File: src/rtl/fg_cfg_ctrl_if.sv
// Front-panel button/wrap inputs and live configuration outputs of the
// function-generator configuration controller.
interface fg_cfg_ctrl_if;
    logic [3:0] btn;
    logic       wrap;
    logic [1:0] wave_sel;
    logic [2:0] peri_sel;
    logic [2:0] amp_sel;
    logic       cfg_upd;
    logic [1:0] edit_mode;
    logic       pending;

    modport master (
        output btn, wrap,
        input  wave_sel, peri_sel, amp_sel, cfg_upd, edit_mode, pending
    );

    modport slave (
        input  btn, wrap,
        output wave_sel, peri_sel, amp_sel, cfg_upd, edit_mode, pending
    );
endinterface

File: src/rtl/fg_cfg_ctrl.sv
// Front-panel configuration controller: edits shadow waveform/period/amplitude
// selections and commits them to the live registers at a wrap or on apply.
module fg_cfg_ctrl #(
    parameter int unsigned REPEAT_DLY  = 50_000_000,
    parameter int unsigned REPEAT_RATE = 10_000_000,
    parameter int unsigned NUM_PERIOD  = 4,
    parameter int unsigned NUM_AMP     = 8
) (
    input logic          clk,
    input logic          rst,
    fg_cfg_ctrl_if.slave cfg
);
    localparam int unsigned WAVE_W  = 2;
    localparam int unsigned SEL_W   = 3;
    localparam int unsigned BTN_W   = 4;
    localparam int unsigned CNT_MAX = (REPEAT_DLY > REPEAT_RATE) ? REPEAT_DLY : REPEAT_RATE;
    localparam int unsigned CNT_W   = $clog2(CNT_MAX + 1);

    typedef enum logic [1:0] {
        MODE_WAVE   = 2'd0,
        MODE_PERIOD = 2'd1,
        MODE_AMP    = 2'd2
    } mode_e;

    mode_e              mode_q, mode_d;
    logic [BTN_W-1:0]   btn_q;
    logic [CNT_W-1:0]   cnt_q, cnt_d;
    logic               rep_q, rep_d;
    logic [WAVE_W-1:0]  sh_wave_q, sh_wave_d, wave_q, wave_d;
    logic [SEL_W-1:0]   sh_peri_q, sh_peri_d, peri_q, peri_d;
    logic [SEL_W-1:0]   sh_amp_q, sh_amp_d, amp_q, amp_d;
    logic               cfg_upd_q, cfg_upd_d;
    logic               pending_q, pending_d;

    logic [BTN_W-1:0]   ev;
    logic               step_inc, step_dec, commit;

    always_comb begin
        ev        = cfg.btn & ~btn_q;
        step_inc  = 1'b0;
        step_dec  = 1'b0;
        cnt_d     = cnt_q;
        rep_d     = rep_q;
        mode_d    = mode_q;
        sh_wave_d = sh_wave_q;
        sh_peri_d = sh_peri_q;
        sh_amp_d  = sh_amp_q;

        // Hold/auto-repeat: opposing or released buttons cancel the hold.
        if (cfg.btn[1] == cfg.btn[2]) begin
            cnt_d = '0;
            rep_d = 1'b0;
        end else if (ev[1] || ev[2]) begin
            step_inc = ev[1];
            step_dec = ev[2];
            cnt_d    = '0;
            rep_d    = 1'b0;
        end else if ((!rep_q && cnt_q == CNT_W'(REPEAT_DLY - 1)) ||
                     (rep_q && cnt_q == CNT_W'(REPEAT_RATE - 1))) begin
            step_inc = cfg.btn[1];
            step_dec = cfg.btn[2];
            cnt_d    = '0;
            rep_d    = 1'b1;
        end else begin
            cnt_d = cnt_q + CNT_W'(1);
        end

        case (mode_q)
            MODE_WAVE: begin
                if (step_inc)      sh_wave_d = sh_wave_q + WAVE_W'(1);
                else if (step_dec) sh_wave_d = sh_wave_q - WAVE_W'(1);
            end
            MODE_PERIOD: begin
                if (step_inc)
                    sh_peri_d = (sh_peri_q == SEL_W'(NUM_PERIOD - 1)) ? '0 : sh_peri_q + SEL_W'(1);
                else if (step_dec)
                    sh_peri_d = (sh_peri_q == '0) ? SEL_W'(NUM_PERIOD - 1) : sh_peri_q - SEL_W'(1);
            end
            MODE_AMP: begin
                if (step_inc && sh_amp_q != SEL_W'(NUM_AMP - 1)) sh_amp_d = sh_amp_q + SEL_W'(1);
                else if (step_dec && sh_amp_q != '0)           sh_amp_d = sh_amp_q - SEL_W'(1);
            end
            default: ;
        endcase

        // Mode advances after the step has used the old field.
        if (ev[3]) begin
            case (mode_q)
                MODE_WAVE:   mode_d = MODE_PERIOD;
                MODE_PERIOD: mode_d = MODE_AMP;
                default:     mode_d = MODE_WAVE;
            endcase
        end

        // Commit snapshots the shadow as registered, not this cycle's edit.
        commit    = ev[0] || (cfg.wrap && pending_q);
        wave_d    = commit ? sh_wave_q : wave_q;
        peri_d    = commit ? sh_peri_q : peri_q;
        amp_d     = commit ? sh_amp_q  : amp_q;
        cfg_upd_d = commit;
        pending_d = ({sh_wave_d, sh_peri_d, sh_amp_d} != {wave_d, peri_d, amp_d});
    end

    always_ff @(posedge clk or posedge rst) begin
        if (rst) begin
            mode_q    <= MODE_WAVE;
            btn_q     <= '0;
            cnt_q     <= '0;
            rep_q     <= 1'b0;
            sh_wave_q <= '0;
            sh_peri_q <= '0;
            sh_amp_q  <= '0;
            wave_q    <= '0;
            peri_q    <= '0;
            amp_q     <= '0;
            cfg_upd_q <= 1'b0;
            pending_q <= 1'b0;
        end else begin
            mode_q    <= mode_d;
            btn_q     <= cfg.btn;
            cnt_q     <= cnt_d;
            rep_q     <= rep_d;
            sh_wave_q <= sh_wave_d;
            sh_peri_q <= sh_peri_d;
            sh_amp_q  <= sh_amp_d;
            wave_q    <= wave_d;
            peri_q    <= peri_d;
            amp_q     <= amp_d;
            cfg_upd_q <= cfg_upd_d;
            pending_q <= pending_d;
        end
    end

    assign cfg.wave_sel  = wave_q;
    assign cfg.peri_sel  = peri_q;
    assign cfg.amp_sel   = amp_q;
    assign cfg.cfg_upd   = cfg_upd_q;
    assign cfg.edit_mode = mode_q;
    assign cfg.pending   = pending_q;
endmodule

File: src/flat_wrapper.sv
// flat-port wrapper written by rule: the top's interface ports become plain ports
module fg_cfg_ctrl_flat 
#(
    parameter int unsigned REPEAT_DLY  = 50_000_000,
    parameter int unsigned REPEAT_RATE = 10_000_000,
    parameter int unsigned NUM_PERIOD  = 4,
    parameter int unsigned NUM_AMP     = 8
)
  (clk, rst, cfg_btn, cfg_wrap, cfg_wave_sel, cfg_peri_sel, cfg_amp_sel, cfg_cfg_upd, cfg_edit_mode, cfg_pending);
  fg_cfg_ctrl_if cfg_i ();
  input logic clk;
  input logic rst;
  input wire logic [$bits(cfg_i.btn)-1:0] cfg_btn;
  input wire logic [$bits(cfg_i.wrap)-1:0] cfg_wrap;
  output wire logic [$bits(cfg_i.wave_sel)-1:0] cfg_wave_sel;
  output wire logic [$bits(cfg_i.peri_sel)-1:0] cfg_peri_sel;
  output wire logic [$bits(cfg_i.amp_sel)-1:0] cfg_amp_sel;
  output wire logic [$bits(cfg_i.cfg_upd)-1:0] cfg_cfg_upd;
  output wire logic [$bits(cfg_i.edit_mode)-1:0] cfg_edit_mode;
  output wire logic [$bits(cfg_i.pending)-1:0] cfg_pending;
  assign cfg_i.btn = cfg_btn;
  assign cfg_i.wrap = cfg_wrap;
  assign cfg_wave_sel = cfg_i.wave_sel;
  assign cfg_peri_sel = cfg_i.peri_sel;
  assign cfg_amp_sel = cfg_i.amp_sel;
  assign cfg_cfg_upd = cfg_i.cfg_upd;
  assign cfg_edit_mode = cfg_i.edit_mode;
  assign cfg_pending = cfg_i.pending;
  fg_cfg_ctrl #(.REPEAT_DLY(REPEAT_DLY), .REPEAT_RATE(REPEAT_RATE), .NUM_PERIOD(NUM_PERIOD), .NUM_AMP(NUM_AMP)) u_core (.clk(clk), .rst(rst), .cfg(cfg_i));
endmodule
File: config.mk
export PLATFORM = sky130hd
export DESIGN_NAME = fg_cfg_ctrl_flat
export DESIGN_NICKNAME = d
export VERILOG_FILES = /design/src/rtl/fg_cfg_ctrl_if.sv /design/src/rtl/fg_cfg_ctrl.sv /design/src/flat_wrapper.sv
export SDC_FILE = /design/constraint.sdc
export NUM_CORES = 1
export LEC_CHECK = 0
export BUFFER_PORTS_ARGS = -buffer_cell sky130_fd_sc_hd__buf_2
export CORE_MARGIN = 5
export CORE_UTILIZATION = 30
export CTS_BUF_LIST = sky130_fd_sc_hd__clkbuf_4
export CTS_CLUSTER_SIZE = 24
export DETAILED_ROUTE_END_ITERATION = 10
export PLACE_DENSITY = 0.46
export SYNTH_ARGS = -nofsm -noshare
export SYNTH_HDL_FRONTEND = slang
export SYNTH_SLANG_ARGS = --single-unit
File: constraint.sdc
create_clock -name clk -period 2.7 [get_ports clk]
set_input_delay 0.54 -clock clk [delete_from_list [all_inputs] [get_ports clk]]
set_output_delay 0.54 -clock clk [all_outputs]
set_load 0.02 [all_outputs]
==> reports/metrics.csv, run 1 <==
metric;value;unit
coreArea;0.00973;mm2
clock_latency;390;ps
antenna_found_initial;1;
holdWs;71.9;ps
grtUsageTotal;12.0;%
relSlewSlack;66.6;%
dpl.hpwl;5040;um
place_congestion;0.862;
clock_sinks;51;
synth_nets;314;
use_met1;17.7;%
combPwrFrac;35.0;%
powerDensity;689;mW/mm2
critPathKind;flop to flop;
yosysUniqueCellTypes;62;
yosys_warnings;0;
drc;0;
vdd_ir_drop_max;0.000264;V
start_util;30.7;%
min_period_over_period;92.8;%
worst-slew-pin-transition;488;ps
io_pins;19;
groute.layer.met3.usage;2.06;%
drive_gt1_share;21.3;%
run_status;complete, no violations;
min_path_type;primary input to async pin;
cp_max_fo;15;
syn_area;0.00299;mm2
cts_tree;yes;
chipHeight;110;um
hold_viol_final;0;
path_clk_slew;170;ps
synthArstFlopShare;100;%
fillCellCount;1043;
layout_commonest_cell;dfrtp_1;
cts_buffer_depth;2;
setup_viol;0;
pwr-share-seq;41.7;%
intPower;1.52;mW
vias;2290;
cts_max_level;2;
fin_cells;467;
synth_top_area_cell;dfrtp_1;
synthFlopType;dfrtp_1;
drt_iter0_markers;136;
vias_per_cell;4.90;
io_buffers;18;
syn_inst;299;
max_freq;399;MHz
power_leakage;1.43;nW
ff_latch_area;0.00128;mm2
overflow;0;
pre_cts_slack;112;ps
switching_share;35.6;%
avgSynthCellArea;10.0;um2
clockRootBuffer;clkbuf_4;
wire_per_inst;14.4;um
die_area;0.0121;mm2
worstPathArrival;2770;ps
finalClockSkew;25.6;ps
grt_max_degree;25;
postLayoutCoreUtil;35.3;%
seq_area_frac_synth;42.7;%
area_delta_synth_final;14.9;%
wl;6740;um
fin_nets;347;
die_x;110;um
cap_violations;0;
fin_setup_tns;0;ps
fin_crit;2510;ps
synth_edf_count;0;
final_antenna_net_count;0;
netlist.area_leader.share;42.7;%
pwr-share-clk;23.2;%
multi_input_comb_area;0.00164;mm2
p_sw;0.842;mW
end_kind;flop;
grt_pass1_wl;11400;um
synth.area.top_cells;dfrtp_1 43%, xor2_1 5.3%, nor2_1 4.3%;
start_kind;flop;
gr-usage-met2;17.7;%
numCtsBuffers;5;
layout_common_cells;51 x dfrtp_1, 34 x nor2_1, 21 x nand2_1, 18 x xor2_1, 18 x buf_2;
grt_pass1_vias;2259;
cp.required;2960;ps
rows;36;
setup_ws;194;ps
synth-seq-cells;51;
top_usage_layer;met2;
first_pass_iters;4;
dp.cells;457;
final_max_slew_viol_count;0;
[cell type report]
| type | count | area share (%) |
|---|---|---|
| timing repair buffer | 33 | 5.90 |
| inverter | 12 | 1.31 |
| sequential | 51 | 37.1 |
| antenna | 1 | 0.0728 |
| multi-input combinational | 229 | 47.7 |
| clock buffer | 5 | 1.09 |
| tap | 133 | 4.84 |
| clock inverter | 3 | 1.97 |
[worst max-delay path: stages (launching register included)]
cell and delay (ps):
dfrtp_1 450, ha_2 240, and2_2 210, nand4_4 150, a21o_4 290, o21ai_2 190, and4bb_4 270, xor3_1 230
nor4_2 250, nand4_1 110
[Yosys cell counts (all sizes together) (5+ instances only)]
cell / count
nand2: 21
xnor2: 12
and3: 8
nand2b: 9
a21oi: 8
o21ai: 17
nor3: 6
inv: 12
clkbuf: 5
ha: 8
nor2: 34
xor2: 18
mux2: 5
dfrtp: 51
nand4: 7
nand3: 17
[sequential cells by signal (all words and copies together) (netlist names)]
register / count
u_core.btn_q: 4
u_core.cfg.amp_sel: 3
u_core.cfg.cfg_upd: 1
u_core.cfg.edit_mode: 2
u_core.cfg.pending: 1
u_core.cfg.peri_sel: 3
u_core.cfg.wave_sel: 2
u_core.cnt_q: 26
u_core.rep_q: 1
u_core.sh_amp_q: 3
u_core.sh_peri_q: 3
u_core.sh_wave_q: 2
[final timing paths]
kind / cells past startpoint / slack [ps] / start / end
setup / recovery: 9 / 190 / u_core.cnt_q[0]$_DFF_PP0_ / u_core.cfg.pending$_DFF_PP0_
hold / removal: 2 / 70 / rst / u_core.cnt_q[23]$_DFF_PP0_
setup reg to reg: 9 / 190 / u_core.cnt_q[0]$_DFF_PP0_ / u_core.cfg.pending$_DFF_PP0_
hold reg to reg: 1 / 510 / u_core.sh_wave_q[1]$_DFF_PP0_ / u_core.sh_wave_q[1]$_DFF_PP0_
max in group asynchronous: 3 / 2010 / rst / u_core.cfg.amp_sel[2]$_DFF_PP0_
min in group clk: 1 / 280 / cfg_btn[0] / u_core.btn_q[0]$_DFF_PP0_
[layer usage]
layer	part of all wire [%]	wire length, um
met1	52	3520
met2	43	2920
met3	2.9	193
met4	1.6	105
met5	0	0
[power groups by stage]
stage / clock, mW / combinational [mW] / sequential, mW
detailed placement: 0 / 0.834 / 1.00
global route: 0.594 / 0.923 / 1.01
floorplan: 0 / 0.515 / 1.06
CTS: 0.571 / 0.838 / 0.989
finish: 0.549 / 0.829 / 0.987
global placement: 0 / 0.841 / 1.00
[repair_timing]
| item | in CTS | in global routing |
|---|---|---|
| gates resized for setup | 0 | 2 |
| setup endpoints to repair | 0 | 1 |
| endpoints found under the hold margin | 0 | 0 |
| hold buffers | 0 | 0 |
| setup buffers | 0 | 1 |
[stage by stage]
stage               total power, mW  area [um2]
floorplan                      1.58        2990
global placement               1.84        3320
detailed placement             1.84        3320
CTS                            2.40        3420
global route                   2.53        3440
finish                         2.37        3440
[logic make-up after synthesis]
kind of cell               after synthesis  synth area share [%]
xor gates and xnor gates                31                  9.58
and+or+nand+nor                        129                  26.3
muxes                                    5                  1.88
adders and majority gates                8                  3.35
DFF                                     51                  42.7
AOI/OAI and AO/OA                       56                  13.6
buffers and inverters                   19                  2.68
No activity file was read; power rests on OpenSTA's default activity.
==> inputs of run 2 (changes only) <==
--- a/config.mk
+++ b/config.mk
@@ -11,7 +11,9 @@
 export CTS_BUF_LIST = sky130_fd_sc_hd__clkbuf_4
 export CTS_CLUSTER_SIZE = 24
 export DETAILED_ROUTE_END_ITERATION = 10
+export HOLD_SLACK_MARGIN = 0.15
 export PLACE_DENSITY = 0.46
 export SYNTH_ARGS = -nofsm -noshare
 export SYNTH_HDL_FRONTEND = slang
 export SYNTH_SLANG_ARGS = --single-unit
+export TNS_END_PERCENT = 1
==> run 2 against run 1 <==
  * Clock skew about the same
  * Worst setup slack improved by 7.2 ps
  * Die area unchanged
  * Global-route usage unchanged
  * Total power barely moved
  * Non-clock buffer count is 1 higher
  * Critical endpoint unchanged
  * Largest power group unchanged
==> reports/metrics.csv, run 2 (synthesis results as in run 1) <==
metric;value;unit;change
largest_register_ffs;26;;unchanged
wl;6740;um;unchanged
clockRootBuffer;clkbuf_4;;
drt_iter0_markers;126;;-7.4%
clock_latency;390;ps;about the same
worstPathArrival;2760;ps;about the same
min_period_over_period;92.6;%;-0.27 points
min_path_type;primary input to flop;;
first_pass_iters;5;;+1
end_kind;flop;;
cp.required;2960;ps;about the same
final_antenna_net_count;0;;unchanged
cap_violations;0;;unchanged
grt_pass1_vias;2259;;unchanged
layout_commonest_cell;dfrtp_1;;
rows;36;;unchanged
area_delta_synth_final;15.2;%;
layout_common_cells;51 x dfrtp_1, 34 x nor2_1, 21 x nand2_1, 18 x xor2_1, 18 x buf_2;;
start_kind;flop;;
grt_max_degree;25;;unchanged
vias;2303;;+0.57%
cts_tree;yes;;
worst_r2r_endpoint;u_core.cfg.pending$_DFF_PP0_;;
pre_cts_slack;112;ps;unchanged
grt_pass1_wl;11400;um;unchanged
grtUsageTotal;12.0;%;unchanged
setup.worst_path.end;u_core.cfg.pending$_DFF_PP0_;;
cts_buffer_depth;2;;unchanged
cts_max_level;2;;unchanged
fin_nets;348;;+0.29%
place_congestion;0.862;;unchanged
final_max_slew_viol_count;0;;unchanged
path_clk_slew;150;ps;-20 ps
top_register;u_core.cnt_q;;
vias_per_cell;4.92;;+0.35%
run_status;complete, no violations;;
relSlewSlack;66.2;%;-0.40 points
io_pins;19;;unchanged
chipHeight;110;um;unchanged
fin_setup_tns;0;ps;unchanged
worst-slew-pin-transition;494;ps;+5.90 ps
coreArea;0.00973;mm2;unchanged
holdWs;280;ps;+208 ps
dpl.hpwl;5040;um;unchanged
worstReg2RegStart;u_core.cnt_q[0]$_DFF_PP0_;;
die_x;110;um;unchanged
critPathKind;flop to flop;;
ff2ff_setup_slack;200;ps;about the same
reg_top3;u_core.cnt_q: 26 flops, u_core.btn_q: 4 flops;;
overflow;0;;unchanged
rr_worst_depth;9;;unchanged
ff_latch_area;0.00128;mm2;unchanged
wire_per_inst;14.4;um;-0.21%
max_freq;400;MHz;+0.29%
fin_crit;2500;ps;-7.23 ps
die_area;0.0121;mm2;unchanged
power;2.37;mW;about the same
antenna_found_initial;1;;unchanged
powerDensity;687;mW/mm2;-0.22%
finalClockSkew;26.0;ps;+0.348 ps
cp_max_fo;15;;unchanged
multi_input_comb_area;0.00164;mm2;unchanged
io_buffers;18;;unchanged
fillCellCount;1042;;-0.096%
setup_viol;0;;unchanged
critPathLaunch;u_core.cnt_q[0]$_DFF_PP0_;;
drc;0;;unchanged
setup_ws;201;ps;+7.23 ps
drive_gt1_share;21.3;%;-0.064 points
numCtsBuffers;5;;unchanged
hold_viol_final;0;;unchanged
power_leakage;1.44;nW;+0.29%
start_util;30.7;%;unchanged
vdd_ir_drop_max;0.000264;V;about the same
clock_sinks;51;;unchanged
run 2: repair_timing:
item / in CTS / in global routing
resized for setup: 0 / 2
setup buffers: 0 / 1
hold endpoints to repair: 13 / 0
endpoints found under the setup margin: 0 / 1
hold buffers: 1 / 0
run 2: how the worst min path moves through the flow:
stage / startpoint / slack (ps) / endpoint / cells after the start
2_1_floorplan: u_core.sh_wave_q[1]$_DFF_PP0_ / 460 / u_core.sh_wave_q[1]$_DFF_PP0_ / 1
3_3_place_gp: u_core.sh_wave_q[1]$_DFF_PP0_ / 490 / u_core.sh_wave_q[1]$_DFF_PP0_ / 1
3_5_place_dp: u_core.sh_wave_q[1]$_DFF_PP0_ / 490 / u_core.sh_wave_q[1]$_DFF_PP0_ / 1
4_1_cts: cfg_btn[0] / 260 / u_core.btn_q[0]$_DFF_PP0_ / 1
5_1_grt: cfg_btn[3] / 250 / u_core.btn_q[3]$_DFF_PP0_ / 1
6_report: cfg_btn[0] / 280 / u_core.btn_q[0]$_DFF_PP0_ / 1
run 2: routing by layer:
metal | vias up | GRT usage (%) | wire, um
met4 | 0 | 3.74 | 105
li1 | 1140 | - | -
met2 | 31 | 17.7 | 2930
met5 | - | 0 | 0
met1 | 1125 | 17.7 | 3500
met3 | 7 | 2.06 | 206
run 2: final cells by class:
cell class                      count  share of cell area, %
Tap cell                          133                   4.83
Clock inverter                      3                   1.96
Antenna cell                        1                 0.0726
Timing Repair Buffer               34                   6.17
Clock buffer                        5                   1.09
Multi-Input combinational cell    229                   47.5
Sequential cell                    51                   37.0
Inverter                           12                   1.31
run 2: per-stage QoR:
stage	area (um2)	std cells	utilization (%)
floorplan	2990	299	-
global placement	3320	457	34.1
detailed placement	3320	457	34.1
CTS	3430	466	35.3
global route	3450	468	35.4
finish	3450	468	35.4
run 2: where the power goes:
group	switching, mW	internal, mW
combinational	0.472	0.360
clock	0.261	0.288
sequential	0.110	0.877
total	0.843	1.52
run 2: worst max-delay path, stage by stage, from the launching register on:
cell	delay (ps)
dfrtp_1	450
ha_2	240
and2_2	210
nand4_4	150
a21o_4	290
o21ai_2	190
and4bb_4	270
xor3_1	230
nor4_2	250
nand4_1	110
